$ cat config.mk
export PLATFORM = sky130hd
export DESIGN_NAME = bnn_param_loader_flat
export DESIGN_NICKNAME = d
export VERILOG_FILES = /design/src/rtl/bnn_pkg.sv /design/src/rtl/bnn_param_loader_if.sv /design/src/rtl/bnn_byte_serializer.sv /design/src/rtl/bnn_param_loader.sv /design/src/flat_wrapper.sv
export SDC_FILE = /design/constraint.sdc
export NUM_CORES = 1
export LEC_CHECK = 0
export BUFFER_PORTS_ARGS = -buffer_cell sky130_fd_sc_hd__buf_4
export CORE_MARGIN = 5
export CORE_UTILIZATION = 50
export CTS_CLUSTER_DIAMETER = 100
export DETAILED_ROUTE_END_ITERATION = 6
export PLACE_DENSITY = 0.72
export SLEW_MARGIN = 20
export SYNTH_ARGS = -nofsm -noshare
export SYNTH_HDL_FRONTEND = slang
export SYNTH_SLANG_ARGS = --single-unit
export TNS_END_PERCENT = 20
$ cat constraint.sdc
create_clock -name clk -period 5.6 [get_ports clk]
set_clock_uncertainty 0.05 [all_clocks]
set_input_delay 1.68 -clock clk [delete_from_list [all_inputs] [get_ports clk]]
set_output_delay 1.68 -clock clk [all_outputs]
set_load 0.02 [all_outputs]
$ cat src/rtl/bnn_pkg.sv
// Shared definitions for the binary neuron array and its parameter loader:
// loader state encoding, chain sizing helpers and default array geometry.
package bnn_pkg;

    typedef enum logic [1:0] {
        ST_IDLE  = 2'd0,
        ST_LOAD  = 2'd1,
        ST_READY = 2'd2
    } loader_state_e;

    localparam int DEF_NEURONS   = 4;
    localparam int DEF_INPUTS    = 8;
    localparam int DEF_BIAS_BITS = 3;
    localparam int DEF_DATA_W    = 8;

    // Number of serial bits held by the whole chain
    function automatic int total_bits(input int neurons, input int inputs, input int bias_bits);
        return neurons * (inputs + bias_bits);
    endfunction

    // Number of host bytes needed to cover the chain, last one possibly partial
    function automatic int total_bytes(input int neurons, input int inputs, input int bias_bits,
                                       input int data_w);
        return (total_bits(neurons, inputs, bias_bits) + data_w - 1) / data_w;
    endfunction

endpackage

$ cat src/rtl/bnn_param_loader_if.sv
// Host byte stream into the parameter loader (valid/ready handshake).
interface bnn_param_loader_if
    import bnn_pkg::*;
#(
    parameter int DATA_W = DEF_DATA_W
);
    logic [DATA_W-1:0] s_data;
    logic              s_valid;
    logic              s_ready;

    modport master (output s_data, output s_valid, input s_ready);
    modport slave  (input s_data, input s_valid, output s_ready);
endinterface

$ cat src/rtl/bnn_byte_serializer.sv
// One-byte buffer that turns accepted host bytes into an MSB-first bit stream.
// A new byte may land in the same cycle the last buffered bit leaves, so a
// host that keeps s_valid high sees a gapless 1 bit/clk stream.
module bnn_byte_serializer #(
    parameter int DATA_W = 8
) (
    input  logic              clk,
    input  logic              rst_n,
    input  logic              clear_i,
    input  logic              enable_i,
    input  logic              room_i,
    input  logic [DATA_W-1:0] data_i,
    input  logic              valid_i,
    output logic              ready_o,
    output logic              xfer_o,
    output logic              shift_o,
    output logic              setup_o,
    output logic              param_bit_o
);
    localparam int CNT_W = $clog2(DATA_W + 1);

    logic [DATA_W-1:0] sreg_q, sreg_d;
    logic [CNT_W-1:0]  bufCnt_q, bufCnt_d;
    logic              setup_q, paramBit_q;

    assign shift_o     = enable_i && (bufCnt_q != '0);
    assign ready_o     = room_i && ((bufCnt_q == '0) || ((bufCnt_q == CNT_W'(1)) && shift_o));
    assign xfer_o      = ready_o && valid_i;
    assign setup_o     = setup_q;
    assign param_bit_o = paramBit_q;

    // Buffer update: a fresh byte overrides the shift of its predecessor's last bit
    always_comb begin
        sreg_d   = sreg_q;
        bufCnt_d = bufCnt_q;
        if (clear_i) begin
            bufCnt_d = '0;
        end else if (xfer_o) begin
            sreg_d   = data_i;
            bufCnt_d = CNT_W'(DATA_W);
        end else if (shift_o) begin
            sreg_d   = sreg_q << 1;
            bufCnt_d = bufCnt_q - CNT_W'(1);
        end
    end

    // Buffer registers and the registered shift strobe/bit towards the chain
    always_ff @(posedge clk or negedge rst_n) begin
        if (!rst_n) begin
            sreg_q     <= '0;
            bufCnt_q   <= '0;
            setup_q    <= 1'b0;
            paramBit_q <= 1'b0;
        end else begin
            sreg_q     <= sreg_d;
            bufCnt_q   <= bufCnt_d;
            setup_q    <= shift_o;
            paramBit_q <= shift_o ? sreg_q[DATA_W-1] : 1'b0;
        end
    end
endmodule

$ cat src/rtl/bnn_param_loader.sv
// Sequencer that shifts a complete parameter set into a daisy-chain of binary
// neurons and flags the chain as loaded once every bit has gone out.
module bnn_param_loader
    import bnn_pkg::*;
#(
    parameter int NEURONS   = DEF_NEURONS,
    parameter int INPUTS    = DEF_INPUTS,
    parameter int BIAS_BITS = DEF_BIAS_BITS,
    parameter int DATA_W    = DEF_DATA_W,
    localparam int BIT_W    = $clog2(NEURONS * (INPUTS + BIAS_BITS) + 1)
) (
    input  logic                clk,
    input  logic                rst_n,
    input  logic                start_i,
    bnn_param_loader_if.slave   bus,
    output logic                setup_o,
    output logic                param_bit_o,
    output logic                busy_o,
    output logic                loaded_o,
    output logic                run_o,
    output logic [BIT_W-1:0]    bit_cnt_o
);
    localparam int TOTAL_BITS  = total_bits(NEURONS, INPUTS, BIAS_BITS);
    localparam int TOTAL_BYTES = total_bytes(NEURONS, INPUTS, BIAS_BITS, DATA_W);
    localparam int BYTE_W      = $clog2(TOTAL_BYTES + 1);

    loader_state_e     state_q, state_d;
    logic [BIT_W-1:0]  bitCnt_q, bitCnt_d;
    logic [BYTE_W-1:0] byteCnt_q, byteCnt_d;
    logic              startLoad, loadActive, shiftEn, byteRoom, shift, xfer;

    assign loadActive = (state_q == ST_LOAD);
    assign shiftEn    = loadActive && (bitCnt_q < BIT_W'(TOTAL_BITS));
    assign byteRoom   = loadActive && (byteCnt_q < BYTE_W'(TOTAL_BYTES));

    bnn_byte_serializer #(.DATA_W(DATA_W)) u_serializer (
        .clk         (clk),
        .rst_n       (rst_n),
        .clear_i     (startLoad),
        .enable_i    (shiftEn),
        .room_i      (byteRoom),
        .data_i      (bus.s_data),
        .valid_i     (bus.s_valid),
        .ready_o     (bus.s_ready),
        .xfer_o      (xfer),
        .shift_o     (shift),
        .setup_o     (setup_o),
        .param_bit_o (param_bit_o)
    );

    // Next state: finish once the final registered setup pulse has reached the chain
    always_comb begin
        state_d   = state_q;
        startLoad = 1'b0;
        case (state_q)
            ST_IDLE, ST_READY: begin
                if (start_i) begin
                    state_d   = ST_LOAD;
                    startLoad = 1'b1;
                end
            end
            ST_LOAD: begin
                if (setup_o && (bitCnt_q == BIT_W'(TOTAL_BITS))) begin
                    state_d = ST_READY;
                end
            end
            default: state_d = ST_IDLE;
        endcase
    end

    // Bit and byte counters restart whenever a new load begins
    always_comb begin
        bitCnt_d  = bitCnt_q;
        byteCnt_d = byteCnt_q;
        if (startLoad) begin
            bitCnt_d  = '0;
            byteCnt_d = '0;
        end else begin
            if (shift) bitCnt_d  = bitCnt_q + BIT_W'(1);
            if (xfer)  byteCnt_d = byteCnt_q + BYTE_W'(1);
        end
    end

    // State and counter registers; reset discards any partial load
    always_ff @(posedge clk or negedge rst_n) begin
        if (!rst_n) begin
            state_q   <= ST_IDLE;
            bitCnt_q  <= '0;
            byteCnt_q <= '0;
        end else begin
            state_q   <= state_d;
            bitCnt_q  <= bitCnt_d;
            byteCnt_q <= byteCnt_d;
        end
    end

    assign busy_o    = loadActive;
    assign loaded_o  = (state_q == ST_READY);
    assign run_o     = loaded_o;
    assign bit_cnt_o = bitCnt_q;
endmodule

$ cat src/flat_wrapper.sv
// flat-port wrapper written by rule: the top's interface ports become plain ports
module bnn_param_loader_flat import bnn_pkg::*;
#(
    parameter int NEURONS   = DEF_NEURONS,
    parameter int INPUTS    = DEF_INPUTS,
    parameter int BIAS_BITS = DEF_BIAS_BITS,
    parameter int DATA_W    = DEF_DATA_W,
    localparam int BIT_W    = $clog2(NEURONS * (INPUTS + BIAS_BITS) + 1)
)
  (clk, rst_n, start_i, setup_o, param_bit_o, busy_o, loaded_o, run_o, bit_cnt_o, bus_s_data, bus_s_valid, bus_s_ready);
  bnn_param_loader_if #(.DATA_W(DATA_W)) bus_i ();
  input  logic clk;
  input  logic rst_n;
  input  logic start_i;
  output logic setup_o;
  output logic param_bit_o;
  output logic busy_o;
  output logic loaded_o;
  output logic run_o;
  output logic [BIT_W-1:0] bit_cnt_o;
  input wire logic [$bits(bus_i.s_data)-1:0] bus_s_data;
  input wire logic [$bits(bus_i.s_valid)-1:0] bus_s_valid;
  output wire logic [$bits(bus_i.s_ready)-1:0] bus_s_ready;
  assign bus_i.s_data = bus_s_data;
  assign bus_i.s_valid = bus_s_valid;
  assign bus_s_ready = bus_i.s_ready;
  bnn_param_loader #(.NEURONS(NEURONS), .INPUTS(INPUTS), .BIAS_BITS(BIAS_BITS), .DATA_W(DATA_W)) u_core (.clk(clk), .rst_n(rst_n), .start_i(start_i), .bus(bus_i), .setup_o(setup_o), .param_bit_o(param_bit_o), .busy_o(busy_o), .loaded_o(loaded_o), .run_o(run_o), .bit_cnt_o(bit_cnt_o));
endmodule
Word-level counts from Yosys, hierarchy flattened
Cells that the tools add are included.
W data, S select, Z words.
{"block": "totals", "input_bits": 12, "word_cells": 52, "register_bits": 25, "output_inout_bits": 12}
{"block": "classes", "n_mux": 15, "reduce_logical": 18, "add_sub_neg": 3, "n_eq_ne": 6, "order_cmp": 2, "n_bitwise": 1}
{"cell": "$mux W8", "count": 2}
{"cell": "$mux W4", "count": 3}
{"cell": "$mux W6", "count": 2}
{"cell": "$logic_and A1 B1 Y1", "count": 7}
{"cell": "$add A6 B1 Y6 const B", "count": 1}
{"cell": "$eq A6 B6 Y1 const B", "count": 1}
{"cell": "$lt A6 B6 Y1 const B", "count": 1}
{"cell": "$mux W3", "count": 2}
{"cell": "$reduce_bool A2 Y1", "count": 3}
{"cell": "$eq A4 B1 Y1 const B", "count": 1}
{"cell": "$logic_not A4 Y1", "count": 1}
{"cell": "$mux W2", "count": 2}
{"cell": "$ne A2 B2 Y1 const B", "count": 2}
{"cell": "$pmux W2 S2", "count": 1}
{"cell": "$reduce_and A2 Y1", "count": 2}
{"cell": "$reduce_bool A4 Y1", "count": 1}
{"cell": "$sub A4 B1 Y4 const B", "count": 1}
{"cell": "$add A3 B1 Y3 const B", "count": 1}
{"cell": "$lt A3 B3 Y1 const B", "count": 1}
{"cell": "$mux W1", "count": 3}
{"cell": "$reduce_bool A3 Y1", "count": 1}
{"cell": "$eq A2 B1 Y1 const B", "count": 1}
{"cell": "$eq A2 B2 Y1 const B", "count": 1}
{"cell": "$logic_not A2 Y1", "count": 1}
{"cell": "3 further kinds", "count": 3}

Logic depth before layout (Yosys ltp)
{"block": "logic_depth", "depth_word": 9, "depth_mapped": 8}

Hierarchy
A second synthesis with hierarchy kept.
{"block": "hier_totals", "hier_cells": 135, "hier_area_um2": 1440.1}
{"mod": "bnn_byte_serializer", "area_per_inst_um2": 868.3, "n_inst": 1, "cells_each": 79, "seq_area_each_um2": 350.3}
{"mod": "bnn_param_loader", "area_per_inst_um2": 571.8, "n_inst": 1, "cells_each": 56, "seq_area_each_um2": 275.3}

Worst setup path before layout
OpenSTA, ideal clock, no wires.
{"block": "synth_path", "path_type": "register to output", "start": "register u_core.u_serializer.bufCnt_q[0]", "end": "output port bus_s_ready", "path_buffers": 0, "path_slack_ps": 2575, "arrival_time_ps": 1295, "stages_incl_launch_ff": 5, "required_time_ps": 3870, "cell_sequence": "dfrtp_1 > ha_1 > nor2b_1 > a221oi_4 > nor2_1"}
{"block": "synth_via", "elab_chain_len": 5, "word_cells_on_any_way": 7, "classes_between": "1 x eq/ne; 6 x reduce/logical"}
{"item": "start, declared", "line": "bnn_byte_serializer.sv:23", "rtl": "logic [CNT_W-1:0] bufCnt_q, bufCnt_d;"}
{"item": "start signal, assigned", "line": "bnn_byte_serializer.sv:56", "rtl": "bufCnt_q <= bufCnt_d;"}
{"item": "$reduce_bool A4 Y1", "line": "bnn_byte_serializer.sv:26", "rtl": "assign shift_o = enable_i && (bufCnt_q != '0);"}
{"item": "$logic_and A1 B1 Y1", "line": "bnn_byte_serializer.sv:26"}
{"item": "$logic_and A1 B1 Y1", "line": "bnn_byte_serializer.sv:27", "rtl": "assign ready_o = room_i && ((bufCnt_q == '0) || ((bufCnt_q == CNT_W'(1)) && shift_o));"}
{"item": "$logic_or A1 B1 Y1 *", "line": "bnn_byte_serializer.sv:27"}
{"item": "$logic_and A1 B1 Y1 *", "line": "bnn_byte_serializer.sv:27"}
{"item": "end, declared", "line": "flat_wrapper.sv:23", "rtl": "output wire logic [$bits(bus_i.s_ready)-1:0] bus_s_ready;"}
Mark *: on every way between the ends. The rest lies on a longest branch, timed or not.

Worst setup path in the final report
Same ends and word-level chain as after synthesis.

==> run_results.csv <==
group,metric,value,unit
logic_synthesis,synth.distinct_cells,35,
logic_synthesis,synth_area_leader_cell,"dfrtp_1",
cts,post-cts-setup-buffers,0,
power,swShare,41.50,%
worst_setup_path,required,3.87,ns
power,power.density,563.0,nW/µm²
layout,n_antenna_cell,0,
drt,wl_per_cell,14.00,µm
layout,fin_nets,157,
timing,hold_viol,0,
die,rows,19,
logic_synthesis,synth_area_leaders,"dfrtp_1 46%, mux2_1 5.7%, ha_1 5.5%, mux2i_1 4.4%, mux2_4 4.4%",
logic_synthesis,syn_nets,133,
drt,first_pass_iters,4,
timing,fin_setup_tns,0,ns
power,irDropWorstVdd,353.1,µV
timing,fin_crit_sh,62.78,%
logic_synthesis,ys_warn_count,0,
die,die_w,62.42,µm
die,die_y,62.42,µm
placement,portBuffers,23,
logic_synthesis,synth_flop_cell,"dfrtp_1",
placement,gp_congestion,0.8090,
logic_synthesis,synth_top_area_share,45.54,%
job,drv_cap,0,
drt,vias_per_cell,5.426,
timing,fmax,284.4,MHz
logic_synthesis,synth_seq_area_share,45.54,%
min_path,min_path_type,"flip-flop to flip-flop",
timing,fin_hold_ws,0.4496,ns
logic_synthesis,synthMostInstantiatedCell,"dfrtp_1",
logic_synthesis,synth-edff-count,0,
worst_setup_path,critical_path_class,"flip-flop to output pin",
global_routing,grt_pass1_vias,945,
power,p_clk_share,9.7,%
cts,cts_buffers,3,
global_routing,grtUsageTotal,12.93,%
run_status,status,"complete, no violations",
cts,hold_buffers,0,
layout,area_growth,14.21,%
timing,rsz0062_at_grt,"false",
timing,slew_viol_final,0,
drt,drc,0,
power,p_int,516.8,µW
global_routing,grt_max_degree,26,
layout,nFillCells,241,
timing,setup_viol,0,
power,p_seq_share,36.1,%
global_routing,antenna_found_initial,0,
worst_setup_path,worstPathArrival,1.79,ns
logic_synthesis,ys_ff_latch,25,
cts,cts_resized,0,
worst_setup_path,worst-path-max-fanout,4,
placement,hpwlAfterDp,1.808,mm
die,ioPinCount,24,
cts,cts.clk_slew.worst_paths,0.15,ns
layout,layout-drive-gt1-share,30.43,%
drt,drt-total-wl,2.366,mm
worst_setup_path,worst-r2r-cell-count,7,
timing,final.min_clock_period,3.516,ns
logic_synthesis,netlist_instances,115,
worst_setup_path,reg2reg_setup_slack,2.93,ns
cts,cts_buffer_depth,2,
logic_synthesis,synth.avg_cell_area,11.95,µm²
logic_synthesis,synth_area,1374,µm²
global_routing,grt-ovfl-total,0,
cts,clock-sinks,25,
logic_synthesis,ys_async_sr_fraction,100.0,%
worst_setup_path,startpoint,"u_core.u_serializer.bufCnt_q[0]",
cts,cts_max_level,1,
worst_setup_path,regToRegEndpoint,"u_core.u_serializer.sreg_q[7]",
worst_setup_path,start_kind,"flip-flop",
power,p_sw,366.6,µW
logic_synthesis,synth_common_cells,"25 x dfrtp_1, 11 x nand2_1, 10 x inv_1",
cts,cts_tree,"done",
die,start_util,51.14,%
drt,drt_iter0_drc,26,
timing,relSlewSlack,49.55,%
worst_setup_path,crit_end,"bus_s_ready",
drt,route.vias.total,917,
drt,ant_nets,0,
cts,cts-root-buf,"clkbuf_4",
cts,clk_latency,0.33,ns
power,p_total,883.3,µW
worst_setup_path,timing.rr.start,"u_core.u_serializer.bufCnt_q[0]",
power,p_leak,0.7749,nW
die,core-area,2686,µm²
min_path,min_from,"u_core.u_serializer.sreg_q[7]",
power,power_frac_comb,54.2,%
global_routing,grt_pass1_wl,4.112,mm
timing,worst_pin_slew,0.7559,ns
worst_setup_path,critPathCaptureType,"output pin",
die,die_area,3896,µm²
registers in the layout, indices dropped and copies added, names as in the netlist:
register / cells
u_core.u_serializer.bufCnt_q: 4
u_core.byteCnt_q: 3
u_core.u_serializer.setup_o: 1
u_core.u_serializer.param_bit_o: 1
u_core.state_q: 2
u_core.u_serializer.sreg_q: 8
u_core.bit_cnt_o: 6
worst min-delay path by stage:
stage	slack, ns	cells after the start	end
after global placement	0.41	1	u_core.u_serializer.param_bit_o
after detailed placement	0.42	1	u_core.u_serializer.param_bit_o
after global routing	0.48	1	u_core.u_serializer.param_bit_o
after floorplan	0.40	1	u_core.u_serializer.param_bit_o
final	0.45	1	u_core.u_serializer.param_bit_o
after CTS	0.45	1	u_core.u_serializer.param_bit_o
layout by cell type, fill, tap and decap left out, drive strengths merged, types with 3 or more instances in the layout:
master / Yosys / routed
xnor2: 3 / 3
nor3: 5 / 5
inv: 10 / 10
nand2: 11 / 11
nor2b: 3 / 3
ha: 6 / 6
nor2: 3 / 3
a211oi: 3 / 3
mux2: 16 / 16
dfrtp: 25 / 25
mux2i: 6 / 6
buf: 4 / 24
nand2b: 3 / 3
clkbuf: 1 / 3
area by class of cell:
cell class                 instances  area [µm²]  share of cell area, %
clock buffer                       3       22.52                  1.435
clock inverter                     1       7.507                 0.4785
inverter                          10       37.54                  2.392
multi-input combinational         75       656.9                  41.87
sequential                        25       625.6                  39.87
tap                               31       38.79                  2.472
timing repair buffer              24       180.2                  11.48
stage by stage:
| step | area (µm²) | util [%] | setup slack [ns] | std cells |
|---|---|---|---|---|
| floorplan | 1374 | - | 2.575 | 115 |
| global placement | 1539 | 57.29 | 2.498 | 165 |
| detailed placement | 1539 | 57.29 | 2.464 | 165 |
| CTS | 1569 | 58.41 | 2.075 | 169 |
| global route | 1569 | 58.41 | 2.000 | 169 |
| finish | 1569 | 58.41 | 2.084 | 169 |
worst max-delay path, stage by stage, from the launching register on:
cell and delay, ns:
dfrtp_1 0.45, ha_1 0.25, nor2b_1 0.17, a221oi_4 0.35
nor2_1 0.07, buf_4 0.16
power by group through the flow:
stage | registers (mW) | logic [mW] | clock network, mW
finish | 0.319 | 0.479 | 0.0853
global route | 0.330 | 0.531 | 0.0945
CTS | 0.319 | 0.487 | 0.0869
detailed placement | 0.324 | 0.485 | 0
global placement | 0.319 | 0.461 | 0
floorplan | 0.339 | 0.368 | 0
layer usage:
layer	part of all wire (%)	vias to the layer above	wire length, µm	GRT usage [%]
met3	6.8	5	162	3.777
met5	0	-	0	0
met1	41	442	980	14.40
li1	-	448	-	-
met4	1.7	0	40	5.570
met2	50	22	1182	22.67
cells by family after synthesis:
kind of cell | after synthesis | synth area share, %
AOI/OAI and AO/OA | 11 | 7.923
buffers and inverters | 15 | 6.649
and+or+nand+nor | 33 | 13.93
adders and majority gates | 6 | 5.464
xor gates and xnor gates | 3 | 1.913
DFF | 25 | 45.54
muxes | 22 | 18.58
(Power assumes the default switching activity.)
